### config.mk
export PLATFORM = sky130hd
export DESIGN_NAME = joy_pad
export DESIGN_NICKNAME = d
export VERILOG_FILES = /design/src/rtl/joy_pad.sv
export SDC_FILE = /design/constraint.sdc
export NUM_CORES = 1
export LEC_CHECK = 0
export CORE_MARGIN = 3
export CORE_UTILIZATION = 55
export CTS_BUF_LIST = sky130_fd_sc_hd__clkbuf_4
export DETAILED_ROUTE_END_ITERATION = 8
export HOLD_SLACK_MARGIN = 0.03
export PLACE_DENSITY_LB_ADDON = 0.3
export SLEW_MARGIN = 20
export SYNTH_ARGS = -nofsm -noshare
export SYNTH_HDL_FRONTEND = slang
export SYNTH_SLANG_ARGS = --single-unit
### constraint.sdc
create_clock -name clock -period 4 [get_ports clock]
set_input_delay 0.8 -clock clock [delete_from_list [all_inputs] [get_ports clock]]
set_output_delay 0.8 -clock clock [all_outputs]
set_load 0.005 [all_outputs]
### src/rtl/joy_pad.sv
// Device-side Sega 3/6-button pad emulator: a select-edge phase counter picks
// which button group is driven onto the active-low pad data lines.
//
// phase | meaning
// 0     | idle high      (U D L R B C)
// 1     | low #1         (U D 0 0 A ST)
// 2     | high #2        (U D L R B C)
// 3     | low #2         (U D 0 0 A ST)
// 4     | high #3        (U D L R B C)
// 5     | low #3         (0 0 0 0 A ST, 6-button ident)
// 6     | high #4        (Z Y X M B C)
// 7     | low #4         (1 1 1 1 A ST)
module joy_pad #(
  parameter int unsigned TIMEOUT    = 2500,
  parameter bit          SIX_BUTTON = 1'b1
) (
  input  logic        clock,
  input  logic        reset_n,
  input  logic [11:0] btn,
  input  logic        pin_d7,
  output logic        pin_d1,
  output logic        pin_d2,
  output logic        pin_d3,
  output logic        pin_d4,
  output logic        pin_d6,
  output logic        pin_d9,
  output logic [2:0]  phase
);

  localparam int BIT_B  = 0;
  localparam int BIT_A  = 1;
  localparam int BIT_ST = 2;
  localparam int BIT_U  = 3;
  localparam int BIT_D  = 4;
  localparam int BIT_L  = 5;
  localparam int BIT_R  = 6;
  localparam int BIT_C  = 7;
  localparam int BIT_M  = 8;
  localparam int BIT_Z  = 9;
  localparam int BIT_Y  = 10;
  localparam int BIT_X  = 11;

  localparam logic [15:0] TMO_LAST = 16'(TIMEOUT - 1);

  logic        sel_m_q, sel_s_q, sel_d_q;
  logic [2:0]  phase_q, phase_d;
  logic [15:0] tmo_q, tmo_d;
  logic [5:0]  pins_q, pins_d;   // {d9, d6, d4, d3, d2, d1}
  logic [2:0]  ph_eff;
  logic        sel_edge;

  assign sel_edge = (sel_s_q != sel_d_q);

  // An edge beats the timeout; a saturated timeout realigns phase parity to the line.
  always_comb begin
    phase_d = phase_q;
    tmo_d   = tmo_q;
    if (sel_edge) begin
      phase_d = phase_q + 3'd1;
      tmo_d   = 16'd0;
    end else if (tmo_q == TMO_LAST) begin
      phase_d = {2'b00, ~sel_s_q};
    end else begin
      tmo_d   = tmo_q + 16'd1;
    end
  end

  always_comb begin
    ph_eff = phase_q;
    if (!SIX_BUTTON) begin
      if (phase_q == 3'd6)
        ph_eff = 3'd0;
      else if (phase_q == 3'd5 || phase_q == 3'd7)
        ph_eff = 3'd1;
    end
  end

  always_comb begin
    pins_d = 6'b111111;
    case (ph_eff)
      3'd0, 3'd2, 3'd4:
        pins_d = {~btn[BIT_C], ~btn[BIT_B], ~btn[BIT_R], ~btn[BIT_L], ~btn[BIT_D], ~btn[BIT_U]};
      3'd6:
        pins_d = {~btn[BIT_C], ~btn[BIT_B], ~btn[BIT_M], ~btn[BIT_X], ~btn[BIT_Y], ~btn[BIT_Z]};
      3'd1, 3'd3:
        pins_d = {~btn[BIT_ST], ~btn[BIT_A], 1'b0, 1'b0, ~btn[BIT_D], ~btn[BIT_U]};
      3'd5:
        pins_d = {~btn[BIT_ST], ~btn[BIT_A], 4'b0000};
      default:
        pins_d = {~btn[BIT_ST], ~btn[BIT_A], 4'b1111};
    endcase
  end

  always_ff @(posedge clock or negedge reset_n) begin
    if (!reset_n) begin
      sel_m_q <= 1'b1;
      sel_s_q <= 1'b1;
      sel_d_q <= 1'b1;
      phase_q <= 3'd0;
      tmo_q   <= 16'd0;
      pins_q  <= 6'b111111;
    end else begin
      sel_m_q <= pin_d7;
      sel_s_q <= sel_m_q;
      sel_d_q <= sel_s_q;
      phase_q <= phase_d;
      tmo_q   <= tmo_d;
      pins_q  <= pins_d;
    end
  end

  assign pin_d1 = pins_q[0];
  assign pin_d2 = pins_q[1];
  assign pin_d3 = pins_q[2];
  assign pin_d4 = pins_q[3];
  assign pin_d6 = pins_q[4];
  assign pin_d9 = pins_q[5];
  assign phase  = phase_q;

endmodule

-- Yosys cells after proc, flatten, opt, wreduce, memory -nomap -nowiden
Index checks and enable logic that the tools add are counted.
- shifts and indexed selects: 0
- multiply operators: 0
- bitwise operators: 13
- muxes and demuxes: 5
- add/subtract/negate cells: 2
- $lt $le $gt $ge: 0
- equality and inequality tests: 9
- reduce and logical (&&, ||, !) cells: 4
- div/mod/pow operators: 0
- operators with widths (cell ; number):
    2-to-1 mux 16 bit ; 2
    one-hot mux 6 bit (4 select lines) ; 1
    adder 16 x 1 -> 16 bit, second input constant ; 1
    equality test 16 x 12 -> 1 bit, second input constant ; 1
    NOT 1 bit ; 13
    equality test 3 bit, second input constant ; 3
    equality test 3 x 2 -> 1 bit, second input constant ; 2
    2-to-1 mux 3 bit ; 2
    adder 3 x 1 -> 3 bit, second input constant ; 1
    equality test 3 x 1 -> 1 bit, second input constant ; 1
    zero test 3 bit ; 1
    OR reduction 3 bit ; 1
    inequality test 2 bit, second input constant ; 1
    nonzero test 2 bit ; 1
    OR reduction 2 bit ; 1
    inequality test 1 bit ; 1
- input bits: 15
- latch bits: 0
- RAM bits: 0
- output and inout bits: 9
- ROM bits: 0
- memories kept: 0
- bits in registers: 28

-- Depth between registers and ports, before layout
- depth after elaboration: 3
- gate-level depth with buffers: 6
- mapped depth without buffers: 6

-- Worst setup path before layout
No wires, ideal clock.
- path kind: reg-to-reg
- start: register tmo_q[0]
- end: register phase_q[0] (netlist: phase[0])
- period minus slack after synthesis: 1.573 ns
- path slack: 2.427 ns
- required time: 3.904 ns
- data arrival time: 1.478 ns
- cell stages (with the launch flop): 7
- path buffers: 1
- cell sequence: dfrtp_1 -> ha_1 -> buf_2 -> and4bb_2 -> nand4_2 -> nor4b_4 -> a311oi_2
- word-level cells in the longest chain between the ends: 2
- RTL lines (element ; RTL line ; text):
    start, declared ; 47 ; logic [15:0] tmo_q, tmo_d;
    start signal, assigned ; 107 ; tmo_q <= tmo_d;
    equality test 16 x 12 -> 1 bit ; 61 ; end else if (tmo_q == TMO_LAST) begin
    nonzero test 2 bit (no line) ; n/a ;
    end signal, assigned ; 106 ; phase_q <= phase_d;
    end, declared ; 46 ; logic [2:0] phase_q, phase_d;
Every way passes these cells.
A chain may end at the register's enable or synchronous reset.

-- Final worst setup path
- start: register phase_q[0] (netlist: phase[0])
- end: output phase[0]
- RTL lines (element ; RTL line ; text):
    end, declared ; 27 ; output logic [2:0] phase
No word-level cell between the ends.

==> flow_metrics.env <==
export IMPL_cp_start_kind="flip-flop"
export IMPL_antenna_left=0
export IMPL_synth_cells=133
export IMPL_initial_core_util=0.613
export IMPL_min_path_cells=0
export IMPL_multi_input_area_um2=679
export IMPL_status="complete, no violations"
export IMPL_crit_chain="clkdlybuf4s50_1"
export IMPL_drt_initial_drc_count=24
export IMPL_synth_warnings=0
export IMPL_cts_root_buf="clkbuf_4"
export IMPL_setup_viol=0
export IMPL_p_per_area_nw_per_um2=441
export IMPL_antenna_cells=0
export IMPL_cts_setup_buffers=0
export IMPL_antenna_found_initial=0
export IMPL_avgSynthCellArea_um2=10.8
export IMPL_hold_end="sel_s_q$_DFF_PN1_"
export IMPL_cts_buffers=3
export IMPL_regToRegSetupSlack_ns=2.16
export IMPL_place_gp_congestion=0.906
export IMPL_ir_worst_vdd_v=0.000377
export IMPL_dpl_hpwl_mm=2.01
export IMPL_synth_nets=154
export IMPL_cpPeakStageDelay_ns=0.58
export IMPL_grt_first_pass_wirelength_mm=4.93
export IMPL_ys_flop_type="dfrtp_1"
export IMPL_vias_per_cell=5.84
export IMPL_ys_seq_area_frac=0.497
export IMPL_clk_latency_ns=0.32
export IMPL_drive_gt1_frac=0.158
export IMPL_crit_buf_inv=1
export IMPL_finalMaxSlewViolations=0
export IMPL_ff2ff_path_depth=5
export IMPL_worstHoldStart="sel_m_q$_DFF_PN1_"
export IMPL_area_delta_synth_final_pct=20.2
export IMPL_combPwrFrac=0.331
export IMPL_path_clk_slew_ns=0.13
export IMPL_clock_skew_ns=0.0109
export IMPL_path_class="flip-flop to primary output"
export IMPL_yosys_area_share_adder=0.0524
export IMPL_fmax_mhz=446
export IMPL_wl_per_cell_um=14.4
export IMPL_rr_endpoint="phase[0]$_DFFE_PN0P_"
export IMPL_ys_async_sr_fraction=1.00
export IMPL_layout_nets=180
export IMPL_grt_max_degree=27
export IMPL_rows=17
export IMPL_ys_ff_latch=28
export IMPL_dpl_cell_area_um2=1700
export IMPL_slew_headroom=0.642
export IMPL_synth_cell_types=36
export IMPL_period_needed_ns=2.24
export IMPL_die_w_um=57.1
export IMPL_cts_resized_gates=0
export IMPL_dieHeight_um=57.1
export IMPL_end_kind="primary output"
export IMPL_reg2reg_from="tmo_q[0]$_DFFE_PN0P_"
export IMPL_power_uw=760
export IMPL_cts_tree="yes"
export IMPL_startpoint="phase[0]$_DFFE_PN0P_"
export IMPL_power_leakage_uw=0.000741
export IMPL_h_tree_depth=1
export IMPL_p_sw_frac=0.287
export IMPL_die_area_um2=3260
export IMPL_drt_total_wl_mm=2.68
export IMPL_clk_path_buf_depth=2
export IMPL_yosys_area_top_type="dfrtp_1"
export IMPL_setup_ws_ns=1.76
export IMPL_layout_common_cells="clkdlybuf4s50_1 (22), dfrtp_1 (19), nor2_1 (18)"
export IMPL_ff_latch_area_um2=712
export IMPL_synth_top_area_frac=0.332
export IMPL_arrival_ns=1.44
export IMPL_pre_cts_ws_ns=1.76
export IMPL_synth_top_family_by_area="simple AND/OR/NAND/NOR gates"
export IMPL_synthSimpleGateAreaFrac=0.238
export IMPL_crit_slowest_cell="clkdlybuf4s50_1"
export IMPL_worst_pin_slew_ns=0.537
export IMPL_synth_mux_area_frac=0.0209
export IMPL_postCtsHoldBufs=0
export IMPL_p_int_uw=542
export IMPL_seqPwrFrac=0.509
export IMPL_timing_final_crit_share=0.560
export IMPL_report_final_hold_viol_count=0
export IMPL_vias=1087
export IMPL_synth_edf_count=0
export IMPL_fill_cells=170
export IMPL_final_common_cell="clkdlybuf4s50_1"
export IMPL_clockPowerShare=0.160
export IMPL_power_switching_uw=218
export IMPL_synth_area_um2=1430
export IMPL_grtUsageTotal=0.192
export IMPL_drc_errors=0
export IMPL_synth_area_leaders="dfrtp_1 (33%), dfstp_2 (16%), ha_1 (5.2%)"
export IMPL_fin_area_um2=1720
export IMPL_synth_compound_area_share=0.0768
export IMPL_port_buffer_count=23
export IMPL_grt_pass1_vias=1116
export IMPL_hold_path_class="flip-flop to flip-flop"
export IMPL_rsz0062_at_grt="false"
export IMPL_required_ns=3.20
export IMPL_synthXorXnorAreaFrac=0.0855
export IMPL_setup_tns_ns=0
export IMPL_cts_sinks=28
export IMPL_core_um2=2340
export IMPL_firstDrtPassIters=4
export IMPL_crit_family="buffers and inverters"
export IMPL_grt_overflow_total=0
export IMPL_path_max_fanout=8
export IMPL_ios=24
export IMPL_maxCapViolCount=0
==> kinds of logic after synthesis <==
kind of cell	after synthesis
buf+inv	11
compound gates	15
fa+ha+maj	6
xor+xnor	14
flops	28
simple gates	56
mux	3
==> sequential cells by signal, summed over array words and instances (netlist names) <==
register / count
phase: 3
pins_q: 6
sel_d_q: 1
sel_m_q: 1
sel_s_q: 1
tmo_q: 16
==> final cells by class <==
type                            instances  share of cell area
Sequential cell                        28               0.413
Multi-Input combinational cell         94               0.394
Timing Repair Buffer                   25               0.139
Tap cell                               28              0.0203
Clock buffer                            4              0.0174
Inverter                                7              0.0153
==> routing by layer <==
| metal | share of wire | vias up | GRT usage |
|---|---|---|---|
| li1 | - | 525 | - |
| met1 | 0.44 | 533 | 0.257 |
| met2 | 0.50 | 25 | 0.300 |
| met3 | 0.044 | 4 | 0.0430 |
| met4 | 0.013 | 0 | 0.0828 |
| met5 | 0 | - | 0 |
==> cells in the mapped netlist, drive strengths merged, types with 2 or more instances <==
cell type	count
and3	2
a221o	2
clkbuf	3
dfstp	9
nor3	3
nor4	6
xnor2	6
a21oi	4
o22ai	2
o21ai	2
and4	2
nand2	8
inv	7
nor2	18
o221ai	2
nand4	8
dfrtp	19
xor2	8
nand3	3
mux2i	3
ha	6
==> power by group through the flow <==
stage	Clock (uW)	Combinational [uW]	Sequential [uW]
after floorplan	0	135	388
after global placement	0	248	390
after detailed placement	0	255	394
after CTS	129	256	388
after global routing	141	286	396
final	122	251	387
==> per-stage QoR <==
step                      hold WS (ns)  cells   util
final                            0.371    186  0.736
after CTS                        0.372    186  0.739
after floorplan                  0.345    133      -
after global placement           0.350    182  0.726
after global routing             0.379    186  0.736
after detailed placement         0.347    182  0.726
==> worst max-delay path by stage <==
stage,endpoint,slack (ns),depth (start not counted)
after floorplan,phase[0]$_DFFE_PN0P_,2.43,6
after global placement,sel_d_q$_DFF_PN1_,1.80,2
after detailed placement,sel_s_q$_DFF_PN1_,1.76,2
after CTS,phase[0],1.74,1
after global routing,phase[0],1.68,1
final,phase[0],1.76,1
==> worst register-to-register path, cell delays in order, from the launching register on <==
cell and delay, ns:
dfrtp_1 0.42, ha_1 0.34, and4bb_2 0.28, nand4_2 0.24, nor4b_4 0.22, a311oi_2 0.25
Power figures use the tool's default switching activity.
